--- config.mk ---
export PLATFORM = sky130hd
export DESIGN_NAME = dynamic_obst_ctl
export DESIGN_NICKNAME = d
export VERILOG_FILES = /design/src/rtl/dynamic_obst_ctl.sv
export SDC_FILE = /design/constraint.sdc
export NUM_CORES = 1
export LEC_CHECK = 0
export ABC_CLOCK_PERIOD_IN_PS = 4740
export BUFFER_PORTS_ARGS = -buffer_cell sky130_fd_sc_hd__buf_2
export CAP_MARGIN = 20
export CORE_ASPECT_RATIO = 0.5
export CORE_UTILIZATION = 55
export DETAILED_ROUTE_END_ITERATION = 8
export PLACE_DENSITY = 0.86
export SLEW_MARGIN = 20
export SYNTH_ARGS = -nofsm -noshare
export SYNTH_HDL_FRONTEND = slang
export SYNTH_SLANG_ARGS = --single-unit
--- constraint.sdc ---
create_clock -name pclk -period 4.74 [get_ports pclk]
set_input_delay 0 -clock pclk [delete_from_list [all_inputs] [get_ports pclk]]
set_output_delay 0 -clock pclk [all_outputs]
set_load 0.05 [all_outputs]
--- src/rtl/dynamic_obst_ctl.sv ---
// dynamic_obst_ctl: bounces the dynamic obstacle between X_MIN and X_MAX-WIDTH.
// Position updates only on the rising edge of vblank_in, so a frame is never
// drawn with a half-updated position. The obstacle pauses at each bound.
//
// Handshake: there is none. vblank_in is a level from the timing chain.
// restart is a one-cycle pulse that is accepted on any cycle it is high.
// enable is a level; while it is low all motion state holds.
module dynamic_obst_ctl #(
    parameter int X_MIN           = 100,
    parameter int X_MAX           = 700,
    parameter int WIDTH           = 50,
    parameter int Y_POS           = 150,
    parameter int STEP            = 4,
    parameter int FRAMES_PER_STEP = 1,
    parameter int DWELL_FRAMES    = 30
) (
    input  logic        pclk,
    input  logic        rst,
    input  logic        vblank_in,
    input  logic        enable,
    input  logic        restart,
    output logic [11:0] x_pos,
    output logic [11:0] y_pos,
    output logic        dir_right,
    output logic        dwelling,
    output logic [1:0]  state_dbg
);

    typedef enum logic [1:0] {
        MOVE_R  = 2'd0,
        DWELL_R = 2'd1,
        MOVE_L  = 2'd2,
        DWELL_L = 2'd3
    } state_t;

    // Bounds and counter limits, widened to 13 bits so x_pos + STEP cannot wrap.
    localparam logic [12:0] X_RIGHT     = 13'(X_MAX - WIDTH);
    localparam logic [12:0] X_LEFT_TRIG = 13'(X_MIN + STEP);
    localparam logic [12:0] STEP_13     = 13'(STEP);
    localparam logic [11:0] STEP_12     = 12'(STEP);
    localparam logic [11:0] X_MIN_12    = 12'(X_MIN);
    localparam logic [7:0]  STEP_LAST   = 8'(FRAMES_PER_STEP - 1);
    localparam int          DWELL_LAST_I = (DWELL_FRAMES > 0) ? DWELL_FRAMES - 1 : 0;
    localparam logic [7:0]  DWELL_LAST  = 8'(DWELL_LAST_I);
    localparam bit          HAS_DWELL   = (DWELL_FRAMES > 0);

    state_t      state, state_n;
    logic        vblank_d;
    logic        tick;
    logic [7:0]  step_cnt, step_cnt_n;
    logic [7:0]  dwell_cnt, dwell_cnt_n;
    logic [11:0] x_n;
    logic [12:0] x_ext, x_up;
    logic        dir_right_n, dwelling_n;

    assign tick      = vblank_in & ~vblank_d;
    assign y_pos     = 12'(Y_POS);
    assign state_dbg = state;
    assign x_ext     = {1'b0, x_pos};
    assign x_up      = x_ext + STEP_13;

    // Next-state, position and counter logic; everything holds unless an enabled tick arrives.
    always_comb begin
        state_n     = state;
        x_n         = x_pos;
        step_cnt_n  = step_cnt;
        dwell_cnt_n = dwell_cnt;
        if (tick && enable) begin
            case (state)
                MOVE_R: begin
                    if (step_cnt == STEP_LAST) begin
                        step_cnt_n = 8'd0;
                        if (x_up >= X_RIGHT) begin
                            x_n     = X_RIGHT[11:0];
                            state_n = HAS_DWELL ? DWELL_R : MOVE_L;
                        end else begin
                            x_n = x_up[11:0];
                        end
                    end else begin
                        step_cnt_n = step_cnt + 8'd1;
                    end
                end
                MOVE_L: begin
                    if (step_cnt == STEP_LAST) begin
                        step_cnt_n = 8'd0;
                        if (x_ext <= X_LEFT_TRIG) begin
                            x_n     = X_MIN_12;
                            state_n = HAS_DWELL ? DWELL_L : MOVE_R;
                        end else begin
                            x_n = x_pos - STEP_12;
                        end
                    end else begin
                        step_cnt_n = step_cnt + 8'd1;
                    end
                end
                DWELL_R: begin
                    step_cnt_n = 8'd0;
                    if (dwell_cnt == DWELL_LAST) begin
                        dwell_cnt_n = 8'd0;
                        state_n     = MOVE_L;
                    end else begin
                        dwell_cnt_n = dwell_cnt + 8'd1;
                    end
                end
                default: begin
                    step_cnt_n = 8'd0;
                    if (dwell_cnt == DWELL_LAST) begin
                        dwell_cnt_n = 8'd0;
                        state_n     = MOVE_R;
                    end else begin
                        dwell_cnt_n = dwell_cnt + 8'd1;
                    end
                end
            endcase
        end
        dir_right_n = (state_n == MOVE_R) || (state_n == DWELL_L);
        dwelling_n  = (state_n == DWELL_R) || (state_n == DWELL_L);
    end

    // State register; restart returns to the reset state like rst does.
    always_ff @(posedge pclk) begin
        if (rst || restart) begin
            state <= MOVE_R;
        end else begin
            state <= state_n;
        end
    end

    // vblank delay tracks even while disabled so re-enabling never sees a stale edge.
    always_ff @(posedge pclk) begin
        if (rst) begin
            vblank_d <= 1'b0;
        end else begin
            vblank_d <= vblank_in;
        end
    end

    // Position, counters and status outputs, registered alongside the state.
    always_ff @(posedge pclk) begin
        if (rst || restart) begin
            x_pos     <= X_MIN_12;
            step_cnt  <= 8'd0;
            dwell_cnt <= 8'd0;
            dir_right <= 1'b1;
            dwelling  <= 1'b0;
        end else begin
            x_pos     <= x_n;
            step_cnt  <= step_cnt_n;
            dwell_cnt <= dwell_cnt_n;
            dir_right <= dir_right_n;
            dwelling  <= dwelling_n;
        end
    end

endmodule

==> results.toml, run 1 <==
[cells_and_area]
n_antenna_cell = 0
final_cell_mix = "dfxtp_1 (31), nor2_1 (29), o21ai_0 (23)"
post_layout_nonfiller_instances = 343
finalCoreUtilization_pct = 63.39
share_of_final_layout_standard_cells_stronger_than_drive_strength_1_pct = 11.30
fill_cells = 312
most_frequent_standard_cell_in_the_layout_excluding_fill_and_tap_cells = "dfxtp_1"
final_net_count = 303
syn2layout_area_growth_pct = 5.581

[synth]
yosys.area_share.adder_pct = 4.070
synth_simple_gate_area_share_pct = 30.81
synth_largest_area_cell = "dfxtp_1"
ys_dominant_reg_cell = "dfxtp_1"
share_of_synthesized_flip_flops_with_an_asynchronous_set_or_reset_pct = 0
synth_enable_flop_cells = 0
multiplexer_area_fraction_after_synthesis_pct = 0.9302
synth_top_cell_area_share_pct = 28.84
synth_compound_area_share_pct = 19.94
synth.cell_area_um2 = 2152
yosys_register_bits = 31
synth-warning-count = 0
synth.yosys.seq_area_share_pct = 28.84
netlist_top_cells_area = "dfxtp_1 (29%), o21ai_0 (5.3%), nor2_1 (5.1%)"
largest_family_of_logic_cells_by_synthesized_area = "simple AND/OR/NAND/NOR gates"
netlist-cell-type-count = 52
synth_xor_area_share_pct = 4.884
avgSynthCellArea_um2 = 7.604
synthesis.instances = 283

[floorplanning]
ios = 33
floorplan.initialDensity_pct = 60.03
fp-row-count = 15
die_width_um = 90.46
die_y_um = 46.23
coreArea_um2 = 3585
die_area_um2 = 4182

[pwr]
power.leakage_nw = 0.8388
p_sw_share_pct = 28.65
power.density_cell_area_nw_per_um2 = 232.8
power.combinational.fraction_pct = 11.4
clkPwrFrac_pct = 38.1
internal-power_w = 0.0003773
p_sw_w = 0.0001516
sequential_power_share_pct = 50.5
peakVddDrop_mv = 0.1647

[timing]
fin_tns_setup_ns = 0
finalCritPeriodShare_pct = 56.12
relSlewSlack_pct = 54.46
fmax_mhz = 376.0
report.final.slew_viol_count = 0
max_slew.worst_pin.slew_ns = 0.6806
post-route-worst-setup-slack_ns = 2.080
hold_viol_final = 0
grt_setup_unrepaired = "false"
period_needed_ns = 2.660
finalSetupViolCount = 0
finalClockSkew_ns = 0.009938

[global_route]
groute.usage.overall_pct = 24.76
first_global_vias = 1730
antenna_found_initial = 0
global_route_wire_length_before_repair_um = 8086
maximum_number_of_pins_on_one_net_before_global_route_repair = 18
grt_overflow = 0

[hold_path]
hp-class = "primary input to flop"
hold_path.startpoint = "restart"

[detailed_routing]
drtAntennaViolNets = 0
drc_violation_count_after_routing = 0
dr.first_iter.drc_count = 178
firstDrtPassIters = 5
via_count = 2128
routed_wl_um = 5004
routed_via_density = 6.204
post_drt_wl_per_cell_um = 14.59

[cts]
clk_transition_reported_paths_ns = 0.06
clkSinkCount = 31
htreeDepth = 2
clock_tree.buffer_depth = 2
buffers_inserted_by_post_cts_timing_repair = 0
tritoncts_clock_tree = "yes"
clock_latency_ns = 0.29
num_cts_buffers = 5
root_buffer = "clkbuf_8"

[placed_design]
place.port_buffers = 19
dp.final_hpwl_um = 3495
preCtsSetupSlack_ns = 2.093
place.detailed.instances = 333
gp_congestion = 0.9272

[worst_setup_path]
timing.critical_path.from = "x_pos[2]"
worst-endpoint-required_ns = 4.92
critPathMaxFanout = 15
critical_path.reg2reg.startpoint = "x_pos[2]"
criticalPathCategory = "flop to flop"
startpoint_type = "flop"
end_kind = "flop"
critical_path_arrival_ns = 2.84

[outcome]
run_status = "completed"

[job]
timing.max_cap.violations = 0
==> synth_stat cells, types with 8 or more instances <==
library cell / number
nand4_1: 8
o21ai_0: 23
nor3_1: 8
buf_4: 14
dfxtp_1: 31
a21oi_1: 20
nor2_1: 29
nand2_1: 16
nand3_1: 9
clkbuf_1: 11
and3_1: 9
inv_1: 10
==> through the flow <==
stage	total power, W	cell area, um^2	hold WS, ns
after global routing	0.0005474	2272	0.1237
final	0.0005289	2272	0.1077
after CTS	0.0005278	2272	0.08750
after global placement	0.0003292	2171	0.1827
after detailed placement	0.0003305	2171	0.1860
after floorplan	0.0003307	2193	0.07161
==> layout make-up <==
cell class / count / area [um^2] / area share, %
Inverter: 10 / 37.54 / 1.652
Clock buffer: 7 / 76.32 / 3.359
Sequential cell: 31 / 620.6 / 27.31
Timing Repair Buffer: 21 / 115.1 / 5.066
Multi-Input combinational cell: 222 / 1354 / 59.58
Clock inverter: 1 / 5.005 / 0.2203
Tap cell: 51 / 63.81 / 2.808
==> state kept, by name, summed over array words and instances, names as in the netlist <==
register   cells
state_dbg      1
step_cnt       8
dwelling       1
vblank_d       1
dir_right      1
x_pos         11
dwell_cnt      8
==> what timing repair did <==
item	in CTS	in global routing
hold buffers	2	0
hold endpoints to repair	1	0
resized for setup	0	0
==> kinds of logic (layout without fill, tap and decap cells) <==
logic type / Yosys count / after routing
flip-flops: 31 / 31
buffers and inverters: 41 / 39
multiplexers: 2 / 2
adder cells (fa/ha/maj): 7 / 7
XOR/XNOR: 12 / 12
AND/OR/NAND/NOR: 120 / 120
AO/OA/AOI/OAI: 68 / 68
other: 2 / 13
==> routing by layer <==
| metal | wire length, um | part of all wire [%] | global-route usage (%) |
|---|---|---|---|
| met2 | 2376 | 47 | 44.55 |
| met5 | 0 | 0 | 0 |
| met1 | 2157 | 43 | 30.97 |
| met3 | 399 | 8.0 | 4.620 |
| met4 | 71 | 1.4 | 8.387 |
==> final timing paths <==
kind	slack, ns	endpoint	depth (start not counted)
min reg2reg	0.49	step_cnt[7]	2
max	2.08	x_pos[6]	7
min	0.11	x_pos[2]	3
max reg2reg	2.08	x_pos[6]	7
==> power groups by stage <==
stage	clock network (W)	logic, W	registers (W)
6_report	0.000202	0.0000603	0.000267
5_1_grt	0.000216	0.0000640	0.000267
4_1_cts	0.000202	0.0000593	0.000267
3_5_place_dp	0	0.0000579	0.000273
3_3_place_gp	0	0.0000570	0.000272
2_1_floorplan	0	0.0000569	0.000274
==> worst max-delay path, cell delays in order (launching register included) <==
cell and delay [ns]:
dfxtp_1 0.56, ha_1 0.39, nand3_1 0.13, nor4_1 0.31, a211oi_1 0.09, a211oi_1 0.57, nor2_1 0.19, a211o_1 0.31
(Power assumes the default switching activity.)
==> run 2, diff against run 1 <==
--- a/config.mk
+++ b/config.mk
@@ -5,7 +5,7 @@
 export SDC_FILE = /design/constraint.sdc
 export NUM_CORES = 1
 export LEC_CHECK = 0
-export ABC_CLOCK_PERIOD_IN_PS = 4740
+export ABC_CLOCK_PERIOD_IN_PS = 2610
 export BUFFER_PORTS_ARGS = -buffer_cell sky130_fd_sc_hd__buf_2
 export CAP_MARGIN = 20
 export CORE_ASPECT_RATIO = 0.5
==> constraint.sdc (replaced) <==
create_clock -name pclk -period 2.61 [get_ports pclk]
set_input_delay 0 -clock pclk [delete_from_list [all_inputs] [get_ports pclk]]
set_output_delay 0 -clock pclk [all_outputs]
set_load 0.05 [all_outputs]
==> results.toml, run 2 (synthesized netlist as in run 1, its figures left out) <==
[cells_and_area]
largest_reg_flops = 11
n_antenna_cell = 0
largest_register = "x_pos"
most_frequent_standard_cell_in_the_layout_excluding_fill_and_tap_cells = "dfxtp_1"
reg.largest.list = "x_pos x11, dwell_cnt x8, step_cnt x8"
syn2layout_area_growth_pct = 10.47
final_cell_mix = "dfxtp_1 (31), nor2_1 (29), o21ai_0 (23)"
final_net_count = 314
share_of_final_layout_standard_cells_stronger_than_drive_strength_1_pct = 15.18
final_design_area_no_fill_um2 = 2377

[timing]
relSlewSlack_pct = 62.80
grt_setup_unrepaired = "false"
finalSetupViolCount = 0
fin_tns_setup_ns = 0
fmax_mhz = 410.0
period_needed_ns = 2.439
report.final.slew_viol_count = 0
finalClockSkew_ns = 0.01083
finalCritPeriodShare_pct = 93.44
max_slew.worst_pin.slew_ns = 0.5566
hold_viol_final = 0

[floorplanning]
coreArea_um2 = 3585
ios = 33
die_width_um = 90.46
die_area_um2 = 4182
floorplan.initialDensity_pct = 60.03
die_y_um = 46.23
fp-row-count = 15

[pwr]
power.leakage_nw = 0.9017
power.density_cell_area_nw_per_um2 = 430.6
peakVddDrop_mv = 0.2493

[detailed_routing]
routed_wl_um = 5318
firstDrtPassIters = 5
via_count = 2145
drc_violation_count_after_routing = 0
routed_via_density = 6.059
drtAntennaViolNets = 0
dr.first_iter.drc_count = 198
post_drt_wl_per_cell_um = 15.02

[global_route]
first_global_vias = 1909
groute.usage.overall_pct = 26.49
grt_overflow = 0
antenna_found_initial = 0
maximum_number_of_pins_on_one_net_before_global_route_repair = 18
global_route_wire_length_before_repair_um = 8721

[worst_setup_path]
critical_path.cell_chain = "ha_1 -> nand2_1 -> o21a_1 -> nor4_1 -> a211oi_1 -> buf_4 -> a221o_1 -> and2_1"
worst-endpoint-required_ns = 2.80
startpoint_type = "flop"
cpPeakStageDelay_ns = 0.54
criticalPathCategory = "flop to flop"
critical_path_arrival_ns = 2.63
timing.critical_path.from = "x_pos[3]"
critical_path.slowest_cell = "dfxtp_1"
setup.reg_to_reg.worst_slack_ns = 0.17
critical_path.reg2reg.startpoint = "x_pos[3]"
end_kind = "flop"
critPathMaxFanout = 11

[placed_design]
gp_congestion = 0.8728
place.port_buffers = 19
place_area_um2 = 2246
dp.final_hpwl_um = 3597

[cts]
clock_tree.buffer_depth = 2
num_cts_buffers = 5
clkSinkCount = 31
htreeDepth = 2
root_buffer = "clkbuf_8"
clk_transition_reported_paths_ns = 0.07
clock_latency_ns = 0.29
tritoncts_clock_tree = "yes"

[hold_path]
hold_path.startpoint = "restart"
hp-class = "primary input to flop"

[job]
timing.max_cap.violations = 0

[outcome]
run_status = "completed"
-- run 2: cell types whose count changed in the layout (fill, tap and decap cells not counted), sizes merged --
cell | before | now
buf | 19 | 30
clkbuf | 7 | 8
clkinv | 1 | 0
-- run 2: cell type report --
class / count / area, um^2
sequential: 31 / 620.6
clock buffer: 8 / 100.1
timing repair buffer: 32 / 197.7
inverter: 10 / 37.54
tap: 51 / 63.81
multi-input combinational: 222 / 1358
fill: 281 / 1207
-- run 2: final timing paths --
check,endpoint,cells after the start
max reg2reg,dwelling,8
max,dwelling,8
min,x_pos[2],3
min reg2reg,dwell_cnt[7],2
-- run 2: through the flow --
step / std cells / hold slack (ns) / setup slack, ns / utilization (%) / total power (W)
after floorplan: 294 / 0.07161 / 0.1381 / - / 0.0006006
after global placement: 343 / 0.1838 / 0.2589 / 62.65 / 0.0006019
after detailed placement: 343 / 0.1960 / 0.1270 / 62.65 / 0.0006042
after CTS: 353 / 0.03576 / 0.1218 / 66.00 / 0.001021
after global routing: 354 / 0.06994 / 0.009498 / 66.32 / 0.001054
final: 354 / 0.04205 / 0.1711 / 66.32 / 0.001024
-- run 2: what timing repair did --
item	4_1_cts	5_1_grt
endpoints found under the setup margin	0	1
buffers inserted	0	1
hold buffers	2	0
endpoints found under the hold margin	1	0
gates resized for setup	0	1
-- run 2: layer usage --
| layer | vias up | part of all wire [%] | track usage (%) |
|---|---|---|---|
| met1 | 1010 | 43 | 32.58 |
| met5 | - | 0 | 0 |
| met2 | 98 | 49 | 46.97 |
| met3 | 9 | 6.9 | 5.446 |
| met4 | 0 | 1.2 | 11.29 |
| li1 | 1028 | - | - |
-- run 2: critical path: cells and delay by family (launching register included) --
family	cells	cell delay [ns]
flip-flops	1	0.54
AO/OA/AOI/OAI	3	0.66
AND/OR/NAND/NOR	3	0.55
buffers and inverters	1	0.17
adder cells (fa/ha/maj)	1	0.42
-- run 2: power breakdown --
| part | switching [W] | internal, W | total [W] |
|---|---|---|---|
| Clock | 0.000183 | 0.000241 | 0.000423 |
| Combinational | 0.0000933 | 0.0000264 | 0.000120 |
| Sequential | 0.00000450 | 0.000476 | 0.000481 |
| Total | 0.000281 | 0.000743 | 0.00102 |
==> run 3, diff against run 2 <==
--- a/config.mk
+++ b/config.mk
@@ -5,13 +5,13 @@
 export SDC_FILE = /design/constraint.sdc
 export NUM_CORES = 1
 export LEC_CHECK = 0
-export ABC_CLOCK_PERIOD_IN_PS = 2610
 export BUFFER_PORTS_ARGS = -buffer_cell sky130_fd_sc_hd__buf_2
 export CAP_MARGIN = 20
 export CORE_ASPECT_RATIO = 0.5
+export CORE_MARGIN = 2
 export CORE_UTILIZATION = 55
 export DETAILED_ROUTE_END_ITERATION = 8
-export PLACE_DENSITY = 0.86
+export PLACE_DENSITY = 0.78
 export SLEW_MARGIN = 20
 export SYNTH_ARGS = -nofsm -noshare
 export SYNTH_HDL_FRONTEND = slang
==> results.toml, run 3 (synthesized netlist as in run 1, its figures left out) <==
[floorplanning]
floorplan.initialDensity_pct = 60.03
die_width_um = 92.46
coreArea_um2 = 3585
die_area_um2 = 4459
ios = 33
fp-row-count = 15
die_y_um = 48.23

[timing]
grt_setup_unrepaired = "false"
fin_tns_setup_ns = 0
post-route-worst-setup-slack_ns = 0.1810
fmax_mhz = 411.7
max_slew.worst_pin.slew_ns = 0.5715
report.final.slew_viol_count = 0
hold_viol_final = 0
finalCritPeriodShare_pct = 93.07
finalClockSkew_ns = 0.009673
holdWs_ns = 0.09084
relSlewSlack_pct = 61.76
period_needed_ns = 2.429
finalSetupViolCount = 0

[worst_setup_path]
cp.buffers_inverters = 1
end_kind = "flop"
worst-endpoint-required_ns = 2.79
startpoint_type = "flop"
critical_path.cell_chain = "ha_1 -> nand2_1 -> o21a_1 -> nor4_1 -> a211oi_1 -> buf_4 -> a221o_1 -> and2_1"
cpPeakStageDelay_ns = 0.53
critical_path_arrival_ns = 2.61
critical_path.slowest_cell = "dfxtp_1"
criticalPathCategory = "flop to flop"
critPathMaxFanout = 11
cpLargestDelayFamily = "compound AO/OA/AOI/OAI gates"

[detailed_routing]
routed_via_density = 6.045
drtAntennaViolNets = 0
dr.first_iter.drc_count = 152
post_drt_wl_per_cell_um = 14.23
firstDrtPassIters = 5
via_count = 2158
drc_violation_count_after_routing = 0
routed_wl_um = 5080

[cts]
clk_transition_reported_paths_ns = 0.06
tritoncts_clock_tree = "yes"
clkSinkCount = 31
htreeDepth = 2
clock_tree.buffer_depth = 2
root_buffer = "clkbuf_8"
clock_latency_ns = 0.28
num_cts_buffers = 5
cts_resized = 0

[global_route]
grt_overflow = 0
global_route_wire_length_before_repair_um = 8390
first_global_vias = 1820
maximum_number_of_pins_on_one_net_before_global_route_repair = 16
antenna_found_initial = 0
groute.usage.overall_pct = 24.29

[hold_path]
hp-class = "primary input to flop"

[placed_design]
dp.final_hpwl_um = 3708
preCtsSetupSlack_ns = 0.2347
place.detailed.instances = 347
place.port_buffers = 19
gp_congestion = 0.9013

[cells_and_area]
share_of_final_layout_standard_cells_stronger_than_drive_strength_1_pct = 16.01
finalCoreUtilization_pct = 66.39
largest_reg_flops = 11
final_cell_mix = "dfxtp_1 (31), nor2_1 (29), o21ai_0 (23)"
post_layout_nonfiller_instances = 357
fill_cells = 336
multiInputGateArea_um2 = 1354
syn2layout_area_growth_pct = 10.58
most_frequent_standard_cell_in_the_layout_excluding_fill_and_tap_cells = "dfxtp_1"
reg.largest.list = "x_pos x11, dwell_cnt x8, step_cnt x8"
n_antenna_cell = 0
largest_register = "x_pos"
final_net_count = 317
seqCellArea_um2 = 620.6

[pwr]
power.density_cell_area_nw_per_um2 = 405.9
peakVddDrop_mv = 0.3699
power.leakage_nw = 0.9145

[outcome]
run_status = "completed"

[job]
timing.max_cap.violations = 0
## run 3: power by group
part / total (W) / internal [W] / switching, W
clock network: 0.000365 / 0.000182 / 0.000183
logic: 0.000120 / 0.0000277 / 0.0000925
registers: 0.000481 / 0.000476 / 0.00000454
total: 0.000966 / 0.000686 / 0.000280
## run 3: final timing paths
kind / from / endpoint / slack, ns / depth (start not counted)
hold reg to reg: step_cnt[7] / step_cnt[7] / 0.49 / 2
hold / removal: restart / x_pos[2] / 0.09 / 3
setup reg to reg: x_pos[3] / dwelling / 0.18 / 8
setup / recovery: x_pos[3] / dwelling / 0.18 / 8
## run 3: per-stage QoR
| stage | instance area, um^2 | total power, W |
|---|---|---|
| detailed placement | 2276 | 0.0006070 |
| global placement | 2276 | 0.0006048 |
| CTS | 2380 | 0.0009737 |
| finish | 2380 | 0.0009659 |
| floorplan | 2193 | 0.0006006 |
| global route | 2380 | 0.001007 |
## run 3: worst reg2reg max path: stages, from the launching register on
cell and delay [ns]:
dfxtp_1 0.53, ha_1 0.41, nand2_1 0.12, o21a_1 0.19, nor4_1 0.27, a211oi_1 0.13, buf_4 0.17, a221o_1 0.34
and2_1 0.16
## run 3: layout make-up
| cell class | count | area share (%) |
|---|---|---|
| clock buffer | 5 | 2.892 |
| sequential | 31 | 26.08 |
| tap | 51 | 2.681 |
| clock inverter | 3 | 0.6309 |
| multi-input combinational | 222 | 56.89 |
| inverter | 10 | 1.577 |
| timing repair buffer | 35 | 9.253 |
## run 3: repair_timing
| item | CTS | global route |
|---|---|---|
| setup buffers | 0 | 0 |
| hold buffers | 2 | 0 |
| hold endpoints to repair | 1 | 0 |
## run 3: per-layer routing
layer / wire [um] / GRT usage, %
met5: 0 / 0
met4: 31 / 9.254
met3: 371 / 4.791
met2: 2334 / 42.04
met1: 2343 / 31.64
